$ cat config.mk
export PLATFORM = sky130hd
export DESIGN_NAME = track_controller_flat
export DESIGN_NICKNAME = d
export VERILOG_FILES = /design/src/rtl/track_if.sv /design/src/rtl/track_controller.sv /design/src/flat_wrapper.sv
export SDC_FILE = /design/constraint.sdc
export NUM_CORES = 1
export LEC_CHECK = 0
export ABC_AREA = 1
export CAP_MARGIN = 20
export CELL_PAD_IN_SITES_DETAIL_PLACEMENT = 0
export CELL_PAD_IN_SITES_GLOBAL_PLACEMENT = 1
export CORE_UTILIZATION = 30
export DETAILED_ROUTE_END_ITERATION = 7
export PLACE_DENSITY = 0.55
export SETUP_SLACK_MARGIN = 0.2
export SLEW_MARGIN = 20
export SYNTH_ARGS = -nofsm -noshare
export SYNTH_HDL_FRONTEND = slang
export SYNTH_SLANG_ARGS = --single-unit
export TNS_END_PERCENT = 1
$ cat constraint.sdc
create_clock -name clk -period 2.75 [get_ports clk]
set_input_delay 0.825 -clock clk [delete_from_list [all_inputs] [get_ports clk]]
set_output_delay 0.825 -clock clk [all_outputs]
set_load 0.02 [all_outputs]
$ cat src/rtl/track_if.sv
// Front-panel / note-memory bundle for the record/playback sequencer.
interface track_if;
  logic        tick;
  logic [4:0]  btn;
  logic        sw1;
  logic [13:0] mem_addr;
  logic        mem_we;
  logic [1:0]  state;
  logic [2:0]  slot;
  logic        note_valid;

  modport master (output tick, btn, sw1,
                  input  mem_addr, mem_we, state, slot, note_valid);
  modport slave  (input  tick, btn, sw1,
                  output mem_addr, mem_we, state, slot, note_valid);
endinterface

$ cat src/rtl/track_controller.sv
// Record/playback sequencer: five fixed slots in the 16K note store,
// addresses and write strobes driven from the note-rate tick.
module track_controller #(
  parameter int SLOT_DEPTH = 3264,
  parameter bit LOOP       = 1'b0
) (
  input  logic    clk,
  input  logic    reset,
  track_if.slave  bus
);

  typedef enum logic [1:0] {IDLE = 2'd0, PLAY = 2'd1, REC = 2'd2} state_t;

  // Slot bases are elaboration-time constants, so the mux below needs no multiplier.
  localparam logic [13:0] BASE1   = 14'(SLOT_DEPTH);
  localparam logic [13:0] BASE2   = 14'(2 * SLOT_DEPTH);
  localparam logic [13:0] BASE3   = 14'(3 * SLOT_DEPTH);
  localparam logic [13:0] BASE4   = 14'(4 * SLOT_DEPTH);
  localparam logic [12:0] DEPTH13 = 13'(SLOT_DEPTH);
  localparam logic [11:0] DEPTH12 = 12'(SLOT_DEPTH);

  function automatic logic [13:0] base_of(input logic [2:0] k);
    case (k)
      3'd1:    base_of = BASE1;
      3'd2:    base_of = BASE2;
      3'd3:    base_of = BASE3;
      3'd4:    base_of = BASE4;
      default: base_of = 14'd0;
    endcase
  endfunction

  state_t      state_q, state_d;
  logic [2:0]  slot_q, slot_d;
  logic [11:0] pos_q, pos_d;
  logic [13:0] addr_q, addr_d;
  logic        we_q, we_d;
  logic [4:0]  btn_q;
  logic [11:0] len [5];

  logic        len_we;
  logic [2:0]  len_idx;
  logic [11:0] len_val;

  logic [4:0]  press;
  logic        has_press;
  logic [2:0]  press_idx;
  logic [12:0] pos_inc;
  logic [11:0] len_cur;

  assign press     = bus.btn & ~btn_q;
  assign has_press = |press;
  assign pos_inc   = {1'b0, pos_q} + 13'd1;
  assign len_cur   = len[slot_q];

  // Lowest-index button wins when several rise together.
  always_comb begin
    press_idx = 3'd0;
    for (int i = 4; i >= 0; i--)
      if (press[i]) press_idx = 3'(i);
  end

  // Next-state, next-address and slot-length update.
  always_comb begin
    state_d = state_q;
    slot_d  = slot_q;
    pos_d   = pos_q;
    addr_d  = addr_q;
    we_d    = 1'b0;
    len_we  = 1'b0;
    len_idx = slot_q;
    len_val = pos_q;
    if (state_q != REC && has_press) begin
      // IDLE and PLAY treat a press identically.
      if (bus.sw1) begin
        state_d = REC;
        slot_d  = press_idx;
        pos_d   = 12'd0;
        len_we  = 1'b1;
        len_idx = press_idx;
        len_val = 12'd0;
      end else if (len[press_idx] != 12'd0) begin
        state_d = PLAY;
        slot_d  = press_idx;
        pos_d   = 12'd0;
        addr_d  = base_of(press_idx);
      end else begin
        state_d = IDLE;
      end
    end else begin
      case (state_q)
        REC: begin
          // An exit in the same cycle as a tick drops the tick.
          if (has_press || !bus.sw1) begin
            len_we  = 1'b1;
            len_val = pos_q;
            state_d = IDLE;
          end else if (bus.tick) begin
            addr_d = base_of(slot_q) + 14'(pos_q);
            we_d   = 1'b1;
            pos_d  = pos_inc[11:0];
            if (pos_inc == DEPTH13) begin
              len_we  = 1'b1;
              len_val = DEPTH12;
              state_d = IDLE;
            end
          end
        end
        PLAY: begin
          if (bus.tick) begin
            if (pos_inc < {1'b0, len_cur}) begin
              pos_d  = pos_inc[11:0];
              addr_d = base_of(slot_q) + 14'(pos_inc);
            end else if (LOOP) begin
              pos_d  = 12'd0;
              addr_d = base_of(slot_q);
            end else begin
              state_d = IDLE;
            end
          end
        end
        default: state_d = IDLE;
      endcase
    end
  end

  // State, address and strobe registers.
  always_ff @(posedge clk) begin
    if (reset) begin
      state_q <= IDLE;
      slot_q  <= 3'd0;
      pos_q   <= 12'd0;
      addr_q  <= 14'd0;
      we_q    <= 1'b0;
      btn_q   <= 5'b11111;
    end else begin
      state_q <= state_d;
      slot_q  <= slot_d;
      pos_q   <= pos_d;
      addr_q  <= addr_d;
      we_q    <= we_d;
      btn_q   <= bus.btn;
    end
  end

  // Per-slot track lengths; reset also discards a track being recorded.
  always_ff @(posedge clk) begin
    if (reset) begin
      for (int i = 0; i < 5; i++) len[i] <= 12'd0;
    end else if (len_we) begin
      len[len_idx] <= len_val;
    end
  end

  assign bus.mem_addr   = addr_q;
  assign bus.mem_we     = we_q;
  assign bus.state      = state_q;
  assign bus.slot       = slot_q;
  assign bus.note_valid = (state_q == PLAY);

endmodule

$ cat src/flat_wrapper.sv
// flat-port wrapper written by rule: the top's interface ports become plain ports
module track_controller_flat 
#(
  parameter int SLOT_DEPTH = 3264,
  parameter bit LOOP       = 1'b0
)
  (clk, reset, bus_tick, bus_btn, bus_sw1, bus_mem_addr, bus_mem_we, bus_state, bus_slot, bus_note_valid);
  track_if bus_i ();
  input  logic clk;
  input  logic reset;
  input wire logic [$bits(bus_i.tick)-1:0] bus_tick;
  input wire logic [$bits(bus_i.btn)-1:0] bus_btn;
  input wire logic [$bits(bus_i.sw1)-1:0] bus_sw1;
  output wire logic [$bits(bus_i.mem_addr)-1:0] bus_mem_addr;
  output wire logic [$bits(bus_i.mem_we)-1:0] bus_mem_we;
  output wire logic [$bits(bus_i.state)-1:0] bus_state;
  output wire logic [$bits(bus_i.slot)-1:0] bus_slot;
  output wire logic [$bits(bus_i.note_valid)-1:0] bus_note_valid;
  assign bus_i.tick = bus_tick;
  assign bus_i.btn = bus_btn;
  assign bus_i.sw1 = bus_sw1;
  assign bus_mem_addr = bus_i.mem_addr;
  assign bus_mem_we = bus_i.mem_we;
  assign bus_state = bus_i.state;
  assign bus_slot = bus_i.slot;
  assign bus_note_valid = bus_i.note_valid;
  track_controller #(.SLOT_DEPTH(SLOT_DEPTH), .LOOP(LOOP)) u_core (.clk(clk), .reset(reset), .bus(bus_i));
endmodule
* Word-level counts from Yosys, hierarchy flattened *
Memory sizes are Yosys's and may differ from the RTL's. A register that Yosys moved wholly into a read port is not among the register bits.
Cells that the tools add are included.

storage, ports and cells
  register bits after elaboration = 37
  memory bits (writable) = 60
  input port bits = 9
  output and inout port bits = 21
  logic and storage cells = 116
  memories = 1

memory list
  name        words  width  read ports  clocked after memory_dff  wr ports  RTL line                text
  u_core.len  5      12     2           1                         5         track_controller.sv:38  logic [11:0] len [5];

operators by class
  add/subtract/negate cells = 3
  order comparisons = 1
  equal/unequal tests = 22
  multiplexer cells = 67
  bitwise logic cells = 3
  reductions and logical operators = 13

operators by type and width
  cell                     number
  $mux W14                 15
  $mux W12                 14
  $pmux W14 S4             2
  $mux W3                  12
  $pmux W14 S2             1
  $pmux W12 S2             1
  $add A14 B12 Y14         1
  $add A14 B13 Y14         1
  $mux W1                  14
  $mux W2                  7
  $add A12 B1 Y13 const B  1
  $eq A13 B12 Y1 const B   1
  $lt A13 B12 Y1           1
  $eq A3 B2 Y1 const B     4
  $ne A3 B2 Y1 const B     4
  $reduce_bool A12 Y1      1
  $reduce_or A12 Y1        1
  $reduce_and A7 Y1        1
  $eq A3 B1 Y1 const B     2
  $eq A3 B3 Y1 const B     2
  $ne A2 B2 Y1 const B     3
  $reduce_and A6 Y1        1
  $and A5 B5 Y5            1
  $not A5 Y5               1
  other kinds (17)         17

* Longest topological paths before layout *
Gate-level depths: netlist of run 1.
An unclocked memory read counts as a cell.

  word-level depth = 13
  mapped depth = 23
  mapped depth without buffers = 20

* Worst setup path after synthesis of run 1 *
OpenSTA, ideal clock, no wires.

  path type = flip-flop to flip-flop
  start = register u_core.state_q[0] (netlist: u_core.bus.state[0])
  end = register u_core.addr_q[12] (netlist: u_core.bus.mem_addr[12])
  library setup time = 0.064 ns
  arrival = 3.006 ns
  required time = 2.686 ns
  slack = -0.319 ns
  cell stages (with the launch flop) = 21
  path buffers = 1
  clock period less this slack = 3.069 ns
  cell sequence = dfxtp_1 > inv_1 > nor2_1 > clkbuf_1 > inv_1 > nand2_1 > o21ai_0 > ha_1 > fa_1 > nand2_1 > inv_1 > o21ai_0 > nand2_1 > nand2_1 > nand2_1 > a21o_1 > nand2_1 > nand2_1 > o21ai_0 > nor2_1 > nor2_1

between the ends
  elaborated cells between the ends (all ways) = 14
  classes of those cells = 9 x eq/ne; 2 x mux; 3 x reduce/logical

RTL lines
  what                                                                   RTL line                 text
  start, declared                                                        track_controller.sv:32   state_t state_q, state_d;
  start signal, assigned                                                 track_controller.sv:136  state_q <= state_d;
  $eq A2 B1 Y1 (*)                                                       n/a
  named net bus_note_valid                                               flat_wrapper.sv:18       output wire logic [$bits(bus_i.note_valid)-1:0] bus_note_valid;
  $ne A3 B1 Y1 (no source line) (tied with other cells)                  n/a
  $reduce_and A7 Y1 (no source line) / $mux W14 (equally long branches)  n/a
  end signal, assigned                                                   track_controller.sv:139  addr_q <= addr_d;
  end, declared                                                          track_controller.sv:35   logic [13:0] addr_q, addr_d;

Mark *: on every way through the listed nets, which the timed path passes. The rest lies on a longest branch.
A chain may end at the register's enable or synchronous reset.

==> results of run 1 <==
-- repair_timing --
| item | CTS | global route |
|---|---|---|
| setup buffers | 2 | 11 |
| endpoints found under the setup margin | 209 | 211 |
| cloned | 1 | 0 |
| gates resized for setup | 65 | 76 |
| pin swaps | 5 | 25 |
-- worst min path at each step --
stage	from	endpoint	slack, ns	cells past startpoint
6_report	u_core.bus.mem_addr[11]	u_core.bus.mem_addr[11]	0.51	4
5_1_grt	u_core.bus.mem_addr[10]	u_core.bus.mem_addr[10]	0.54	4
4_1_cts	u_core.bus.mem_addr[0]	u_core.bus.mem_addr[0]	0.51	4
3_5_place_dp	u_core.bus.mem_addr[0]	u_core.bus.mem_addr[0]	0.51	4
3_3_place_gp	u_core.bus.mem_addr[4]	u_core.bus.mem_addr[4]	0.50	4
2_1_floorplan	u_core.pos_q[1]	u_core.pos_q[1]	0.54	4
-- state kept, by name, indices dropped and copies added (netlist names), named ones only --
signal / flops
u_core.bus.mem_addr: 14
u_core.pos_q: 12
u_core.bus.mem_we: 1
u_core.bus.slot: 3
u_core.bus.state: 2
u_core.btn_q: 5
u_core.len: 96
-- layout make-up --
type	instances	area, um^2	area share
clock buffer	17	425.4	0.04032
tap	324	405.4	0.03842
clock inverter	13	171.4	0.01625
timing repair buffer	196	1841	0.1744
multi-input combinational	651	3472	0.3291
inverter	134	518.0	0.04909
sequential	136	3719	0.3524
-- layout by cell type (no fill, tap or decap), types with 4 or more instances in the layout --
cell / n
clkbuf_16: 17
nand2_4: 9
dfxtp_4: 8
ha_1: 11
o21ai_2: 14
nor2_2: 7
o21ai_0: 42
nand2_1: 189
o21ai_1: 19
inv_1: 119
nand2_2: 8
nand4_1: 17
buf_12: 22
nor3_1: 5
nand3_2: 11
buf_6: 5
o22ai_1: 8
a21oi_2: 4
dfxtp_1: 28
nor2_1: 183
inv_2: 11
buf_4: 140
nor2_4: 4
clkdlybuf4s50_1: 28
nand3_1: 49
a21oi_1: 29
nor3_2: 4
edfxtp_1: 96
ha_4: 4
dfxtp_2: 4
-- power breakdown --
part / switching (mW) / internal (mW) / total (mW)
registers: 0.105 / 2.35 / 2.46
clock network: 0.946 / 1.43 / 2.38
logic: 1.32 / 0.986 / 2.31
-- critical path, stage by stage (launching register included) --
cell and delay (ns):
dfxtp_4 0.36, buf_12 0.15, buf_4 0.15, a21oi_1 0.14
o21ai_0 0.11, nand3_1 0.15, o21ai_2 0.12, ha_4 0.27
nand2_1 0.04, inv_1 0.05, nand2_1 0.05, inv_1 0.06
nand2_1 0.06, nor2_2 0.13, nand3_2 0.10, nand3_4 0.11
nand2_4 0.09, buf_4 0.17, nand4_1 0.10, nand2_1 0.08
nor2_1 0.11
-- metal layers --
layer | share of wire | GRT usage | vias up
met5 | 0 | 0 | -
met4 | 0.016 | 0.05887 | 0
met3 | 0.029 | 0.02909 | 23
met2 | 0.45 | 0.3075 | 100
met1 | 0.51 | 0.2926 | 3133
li1 | - | - | 3470
-- cell families after synthesis --
family,share of synthesized area
and+or+nand+nor,0.2850
buffers and inverters,0.09560
DFF,0.4903
AOI/OAI and AO/OA,0.08994
adders and majority gates,0.03098
xor gates and xnor gates,0.006830
muxes,0.001332
==> results.json, run 1 <==
{
  "power_density_nw_per_um2": 677.2,
  "synth_cell_types": 44,
  "netlist_area_um2": 7512,
  "insertedDiodeCount": 0,
  "place.gp.congestion": 0.7976,
  "core_um2": 24460,
  "num-fill-cells": 2471,
  "reg2reg_to": "u_core.bus.mem_addr[0]",
  "avgViaCountPerCell": 4.572,
  "clk_pin_slew_ns": 0.07,
  "synth_area_leaders": "edfxtp_1 (38%), dfxtp_1 (11%), nand2_1 (10%)",
  "hold_violations": 0,
  "max_slew.worst_pin.slew_ns": 0.5120,
  "slew_headroom": 0.6550,
  "antenna_found_initial": 0,
  "grt_overflow": 0,
  "die_width_um": 160.2,
  "fmax_mhz": 375.9,
  "cp-end-kind": "flip-flop",
  "first_pass_iters": 5,
  "dieArea_um2": 25680,
  "via_count": 6726,
  "syn_area_per_cell_um2": 7.842,
  "finalNetCount": 1163,
  "irDropWorstVdd_v": 0.0003556,
  "post-route-period-util": 0.9674,
  "rsz0062_at_grt": "true",
  "slew_viol_final": 0,
  "hp-class": "flip-flop to flip-flop",
  "startpoint_type": "flip-flop",
  "synth_largest_area_cell": "edfxtp_1",
  "cp.arrival_ns": 3.02,
  "rows": 57,
  "routed_wl_mm": 24.85,
  "numCtsBuffers": 17,
  "post-dp-hpwl_mm": 18.59,
  "synth_edf_count": 96,
  "cap_violations": 0,
  "clockBufferDepth": 2,
  "wl_per_cell_um": 16.90,
  "crit_type": "flip-flop to flip-flop",
  "cts.sink_count": 136,
  "fin_ws_ns": 0.08955,
  "ant_nets": 0,
  "synth_cells": 958,
  "synth_common_cells": "nand2_1 (202), nor2_1 (189), inv_1 (128), edfxtp_1 (96), o21ai_0 (74)",
  "cts_root_buffer": "clkbuf_16",
  "cts_max_level": 4,
  "synthArstFlopShare": 0,
  "required_ns": 3.11,
  "ys_seq_area_frac": 0.4903,
  "io_pins": 30,
  "dp.cells": 1427,
  "synthesis.nets": 985,
  "utilization": 0.4313,
  "finClkSkew_ns": 0.01015,
  "post-place-ws_ns": -0.3863,
  "grt_first_pass_wirelength_mm": 38.27,
  "place_area_um2": 9442,
  "clock_latency_ns": 0.43,
  "status": "complete, no violations",
  "drc": 0,
  "grt_max_degree": 25,
  "fin_crit_ns": 2.660,
  "drtIter0Drc": 389,
  "grt_pass1_vias": 6577,
  "design_area_um2": 10550,
  "synth.top_cell.area_share": 0.3837,
  "grt_use_total": 0.2011,
  "power_mw": 7.145,
  "initial_core_util": 0.3071,
  "drive_above_1_share": 0.2685,
  "synth_warnings": 0,
  "fp.dieH_um": 160.2,
  "r2r_slack_ns": 0.09,
  "ys_seq_elements": 136,
  "hold_buffers": 0,
  "io_buffers": 29,
  "synth_ff_type": "edfxtp_1",
  "ff2ff_path_depth": 20,
  "leakage_nw": 4.722,
  "setup_tns_ns": 0,
  "critPathCapture": "u_core.bus.mem_addr[0]",
  "fin_hold_ws_ns": 0.5118,
  "syn_to_final_growth_pct": 40.46,
  "setup_viol": 0,
  "cts_tree": "yes",
  "cp_max_fo": 15,
  "final_cells": 1471,
  "yosysMostFrequentCell": "nand2_1"
}
Note: power is estimated with default switching activity, not from simulation.
==> inputs of run 2 (changes only) <==
--- a/config.mk
+++ b/config.mk
@@ -9,9 +9,10 @@
 export CAP_MARGIN = 20
 export CELL_PAD_IN_SITES_DETAIL_PLACEMENT = 0
 export CELL_PAD_IN_SITES_GLOBAL_PLACEMENT = 1
-export CORE_UTILIZATION = 30
+export CORE_UTILIZATION = 38
 export DETAILED_ROUTE_END_ITERATION = 7
-export PLACE_DENSITY = 0.55
+export DONT_BUFFER_PORTS = 1
+export PLACE_DENSITY = 0.65
 export SETUP_SLACK_MARGIN = 0.2
 export SLEW_MARGIN = 20
 export SYNTH_ARGS = -nofsm -noshare
==> run 2 against run 1 <==
  * Via count up 1.5%
  * Global-route usage up 4.5 points
  * Largest cell class is now multi-input combinational cells
  * Register-to-register slack worse by 0.03 ns
  * Combinational power down 3%
  * Clock power down 8.4%
  * Power down 3.0%
  * Largest power group unchanged
==> results.json, run 2 (synthesized netlist as in run 1, its figures left out) <==
{
  "place.gp.congestion": 0.9195,
  "grt_max_degree": 24,
  "irDropWorstVdd_v": 0.0004721,
  "hold_buffers": 0,
  "grt_pass1_vias": 6372,
  "hp-class": "primary input to flip-flop",
  "cts_max_level": 4,
  "via_count": 6824,
  "design_area_um2": 10630,
  "cp_max_fo": 4,
  "first_pass_iters": 5,
  "finalNetCount": 1114,
  "clk_pin_slew_ns": 0.06,
  "crit_type": "flip-flop to flip-flop",
  "core_um2": 19400,
  "cap_violations": 0,
  "syn_to_final_growth_pct": 41.49,
  "setup_viol": 0,
  "place_area_um2": 8760,
  "fin_hold_ws_ns": 0.4564,
  "slowest_stage": "dfxtp_4",
  "avgViaCountPerCell": 4.999,
  "rsz0062_at_grt": "true",
  "io_buffers": 0,
  "largest_reg_flops": 96,
  "drive_above_1_share": 0.3209,
  "holdPathEnd": "u_core.pos_q[7]",
  "max_slew.worst_pin.slew_ns": 0.5825,
  "leakage_nw": 4.508,
  "drc": 0,
  "layout_commonest_cell": "nand2_1",
  "status": "complete, no violations",
  "slew_headroom": 0.6113,
  "cp-end-kind": "flip-flop",
  "rows": 51,
  "r2r_slack_ns": 0.06,
  "fmax_mhz": 371.4,
  "cp_cell_sequence": "inv_4, nor3_4, buf_4, nand4_1, nand2_2, buf_6, inv_4, ha_4, nand2_1, inv_1, nand2_1, inv_1, nand2_1, nor2_2, nand3_1, nand3_2, nand2_4, buf_6, buf_6, nand4_1, nand2_1, nor2_1",
  "regMostFlops": "u_core.len",
  "routed_wl_mm": 24.21,
  "wl_per_cell_um": 17.74,
  "ff2ff_path_depth": 22,
  "dp.cells": 1305,
  "setup_tns_ns": 0,
  "final_cells": 1365,
  "hold_depth": 1,
  "combPwrFrac": 0.324,
  "slowest_delay_ns": 0.37,
  "post-dp-hpwl_mm": 17.17,
  "die_width_um": 142.6,
  "finClkSkew_ns": 0.01256,
  "grt_use_total": 0.2458,
  "cp.arrival_ns": 3.07,
  "multi_input_area_um2": 4091,
  "final_cell_mix": "nand2_1 (182), nor2_1 (124), inv_1 (115)",
  "post-route-period-util": 0.9791,
  "path_buf_inv": 8,
  "power_density_nw_per_um2": 651.8,
  "path_delay_family": "simple AND/OR/NAND/NOR gates",
  "internal_power_mw": 4.496,
  "crit_top_cell": "nand2_1",
  "ant_nets": 0,
  "startpoint_type": "flip-flop",
  "cts.sink_count": 136,
  "required_ns": 3.13,
  "grt_first_pass_wirelength_mm": 36.33,
  "num-fill-cells": 1789,
  "clock_latency_ns": 0.43,
  "clockBufferDepth": 2,
  "grt_overflow": 0,
  "switchingPower_mw": 2.432,
  "insertedDiodeCount": 0,
  "regArea_um2": 3712,
  "p_seq_frac": 0.361,
  "antenna_found_initial": 0,
  "io_pins": 30,
  "drtIter0Drc": 622,
  "cts_tree": "yes",
  "reg2reg_from": "u_core.pos_q[3]",
  "dieArea_um2": 20330,
  "initial_core_util": 0.3873,
  "reg2reg_to": "u_core.bus.mem_addr[2]",
  "hold_violations": 0,
  "cts_root_buffer": "clkbuf_16",
  "numCtsBuffers": 17,
  "fp.dieH_um": 142.6,
  "fin_crit_ns": 2.693,
  "power.share.switching": 0.3510,
  "clkPwrFrac": 0.315,
  "worstHoldStart": "reset",
  "slew_viol_final": 0
}
## run 2: worst register-to-register path, cell delays in order, from the launching register on
cell	delay, ns
dfxtp_4	0.37
inv_4	0.05
nor3_4	0.22
buf_4	0.15
nand4_1	0.12
nand2_2	0.15
buf_6	0.12
inv_4	0.03
ha_4	0.25
nand2_1	0.05
inv_1	0.04
nand2_1	0.04
inv_1	0.06
nand2_1	0.07
nor2_2	0.10
nand3_1	0.10
nand3_2	0.12
nand2_4	0.09
buf_6	0.13
buf_6	0.11
nand4_1	0.11
nand2_1	0.07
nor2_1	0.09
## run 2: cell type report
type	count	share of cell area
clock buffers	18	0.04038
well taps	265	0.03119
clock inverters	14	0.01165
flip-flops and latches	136	0.3493
multi-input cells	654	0.3849
repair buffers	144	0.1330
inverters	134	0.04956
## run 2: what timing repair did
action,4_1_cts,5_1_grt
cloned,4,1
pin swaps,37,91
gates resized for setup,96,197
setup buffers,15,8
setup endpoints to repair,204,204
## run 2: worst max-delay path by stage
stage          cells past startpoint             start                endpoint  slack [ns]
3_5_place_dp                      17   u_core.pos_q[0]        u_core.pos_q[11]       -0.19
4_1_cts                           22   u_core.pos_q[5]  u_core.bus.mem_addr[2]        0.12
3_3_place_gp                      17   u_core.pos_q[0]         u_core.pos_q[9]       -0.22
5_1_grt                           21  u_core.pos_q[10]  u_core.bus.mem_addr[2]       -0.11
2_1_floorplan                     22         flip-flop         u_core.pos_q[5]        0.11
6_report                          22   u_core.pos_q[3]  u_core.bus.mem_addr[2]        0.06
## run 2: layer usage
metal	vias up	share of wire	track usage
met1	3232	0.48	0.3566
met5	-	0	0
li1	3385	-	-
met3	26	0.049	0.04576
met4	0	0.014	0.06735
met2	181	0.46	0.3723
## run 2: power groups by stage
stage               Sequential, mW  Combinational (mW)  Clock [mW]
CTS                           2.50                1.98        2.22
global route                  2.52                2.45        2.30
detailed placement            2.53                1.77           0
floorplan                     2.51                1.03           0
global placement              2.53                1.77           0
finish                        2.50                2.25        2.18
## run 2: metrics by stage
step,setup WS (ns),power (mW),util
after detailed placement,-0.1938,4.295,0.4516
after floorplan,0.1086,3.537,-
after global placement,-0.2207,4.297,0.4516
after CTS,0.1232,6.694,0.5032
after global routing,-0.1141,7.264,0.5479
final,0.05743,6.928,0.5479
==> inputs of run 3 (changes only) <==
--- a/config.mk
+++ b/config.mk
@@ -12,8 +12,8 @@
 export CORE_UTILIZATION = 38
 export DETAILED_ROUTE_END_ITERATION = 7
 export DONT_BUFFER_PORTS = 1
+export GPL_TIMING_DRIVEN = 1
 export PLACE_DENSITY = 0.65
-export SETUP_SLACK_MARGIN = 0.2
 export SLEW_MARGIN = 20
 export SYNTH_ARGS = -nofsm -noshare
 export SYNTH_HDL_FRONTEND = slang
==> run 3 against run 2 <==
  * Global-route usage fell by 1.2 points
  * Power decreased by 2.4%
  * Count of clock-buffer cells in the layout down 1
  * Non-clock buffer count fell by 9
  * Worst setup slack gained 0.017 ns
  * Critical endpoint is now u_core.bus.mem_addr[4]
==> results.json, run 3 (synthesized netlist as in run 1, its figures left out) <==
{
  "io_buffers": 0,
  "via_count": 6640,
  "insertedDiodeCount": 0,
  "max_slew.worst_pin.slew_ns": 0.5645,
  "status": "complete, no violations",
  "finalNetCount": 1103,
  "initial_core_util": 0.3873,
  "design_area_um2": 9851,
  "slew_headroom": 0.6202,
  "crit_type": "flip-flop to flip-flop",
  "setup_viol": 0,
  "cap_violations": 0,
  "ant_nets": 0,
  "fin_crit_ns": 2.676,
  "grt_pass1_vias": 6080,
  "grt_first_pass_wirelength_mm": 34.73,
  "slew_viol_final": 0,
  "cp-end-kind": "flip-flop",
  "grt_use_total": 0.2339,
  "place_area_um2": 8750,
  "largest_reg_flops": 96,
  "cp.arrival_ns": 2.99,
  "post-dp-hpwl_mm": 16.79,
  "r2r_slack_ns": 0.07,
  "clk_pin_slew_ns": 0.06,
  "setup_tns_ns": 0,
  "rsz0062_at_grt": "true",
  "rows": 51,
  "hold_buffers": 0,
  "clockBufferDepth": 2,
  "reg2reg_from": "u_core.pos_q[1]",
  "final_cells": 1354,
  "routed_wl_mm": 22.86,
  "worstHoldStart": "reset",
  "power_mw": 6.765,
  "num-fill-cells": 1927,
  "irDropWorstVdd_v": 0.0004530,
  "final_cell_mix": "nor2_1 (186), nand2_1 (184), inv_1 (117)",
  "core_um2": 19400,
  "critPathLaunch": "u_core.pos_q[1]",
  "fmax_mhz": 373.7,
  "cts_max_level": 4,
  "cts_root_buffer": "clkbuf_16",
  "layout_commonest_cell": "nor2_1",
  "avgViaCountPerCell": 4.904,
  "grt_max_degree": 31,
  "first_pass_iters": 5,
  "clock_latency_ns": 0.42,
  "dp.cells": 1310,
  "fp.dieH_um": 142.6,
  "antenna_found_initial": 0,
  "drtIter0Drc": 529,
  "regMostFlops": "u_core.len",
  "place.gp.congestion": 0.8648,
  "startpoint_type": "flip-flop",
  "die_width_um": 142.6,
  "hold_violations": 0,
  "cts_tree": "yes",
  "syn_to_final_growth_pct": 31.13,
  "utilization": 0.5078,
  "finClkSkew_ns": 0.01261,
  "wl_per_cell_um": 16.88,
  "io_pins": 30,
  "numCtsBuffers": 17,
  "hp-class": "primary input to flip-flop",
  "required_ns": 3.06,
  "leakage_nw": 4.395,
  "post-route-period-util": 0.9730,
  "drc": 0,
  "drive_above_1_share": 0.2507,
  "dieArea_um2": 20330,
  "power_density_nw_per_um2": 686.7,
  "cp_max_fo": 5,
  "grt_overflow": 0,
  "cts.sink_count": 136
}
run 3: changes by cell type in the layout (fill, tap and decap cells not counted), sizes merged:
| cell | delta |
|---|---|
| buf | -10 |
| clkinv | -2 |
| nand3 | -2 |
| clkinvlp | -1 |
| inv | +4 |
run 3: final timing paths:
| kind | cells after the start | to |
|---|---|---|
| setup reg to reg | 21 | u_core.bus.mem_addr[4] |
| hold reg to reg | 4 | u_core.bus.mem_addr[10] |
| hold / removal | 1 | u_core.bus.mem_addr[5] |
| setup / recovery | 21 | u_core.bus.mem_addr[4] |
run 3: timing repair:
| item | in CTS | in global routing |
|---|---|---|
| setup buffers | 0 | 8 |
| pin swaps | 1 | 34 |
| gates cloned | 1 | 3 |
| setup endpoints to repair | 27 | 181 |
| resized for setup | 26 | 112 |
run 3: metal layers:
layer  wire length, um  vias to the layer above  global-route usage
met4               310                        0             0.07357
met2             10320                      152              0.3547
met5                 0                        -                   0
met3               896                       19             0.02995
li1                  -                     3354                   -
met1             11330                     3115              0.3437
run 3: through the flow:
step                      hold slack, ns  worst slack (ns)
after floorplan                   0.5430           -0.1304
after global placement            0.5995           -0.2003
after detailed placement          0.6036           -0.2353
after CTS                         0.4568           0.01426
after global routing              0.4544          -0.07394
final                             0.4667           0.07427
run 3: area by class of cell:
| type | count | area [um^2] | area share |
|---|---|---|---|
| clock buffers | 17 | 425.4 | 0.04319 |
| clock inverters | 15 | 141.4 | 0.01435 |
| inverters | 134 | 515.5 | 0.05233 |
| multi-input cells | 652 | 3422 | 0.3474 |
| flip-flops and latches | 136 | 3712 | 0.3769 |
| well taps | 265 | 331.6 | 0.03366 |
| repair buffers | 135 | 1303 | 0.1322 |
run 3: worst max-delay path, stage by stage (launching register included):
cell       delay [ns]
dfxtp_4          0.38
nand2_4          0.06
nor3_4           0.20
buf_4            0.14
nand3_2          0.07
xor2_1           0.17
buf_4            0.16
ha_4             0.26
nand2_2          0.04
inv_2            0.04
nand2_2          0.04
inv_2            0.04
nand2_2          0.06
nor2_4           0.15
nand3_2          0.11
nand3_4          0.10
nand2_8          0.09
nand3_4          0.15
clkbuf_16        0.18
nand2_2          0.04
nand2_1          0.05
nor2_1           0.04
run 3: report_power, final:
part / internal [mW] / leakage (nW) / switching [mW]
clock: 1.26 / 0.277 / 0.954
combinational: 0.842 / 2.83 / 1.21
sequential: 2.35 / 1.29 / 0.143
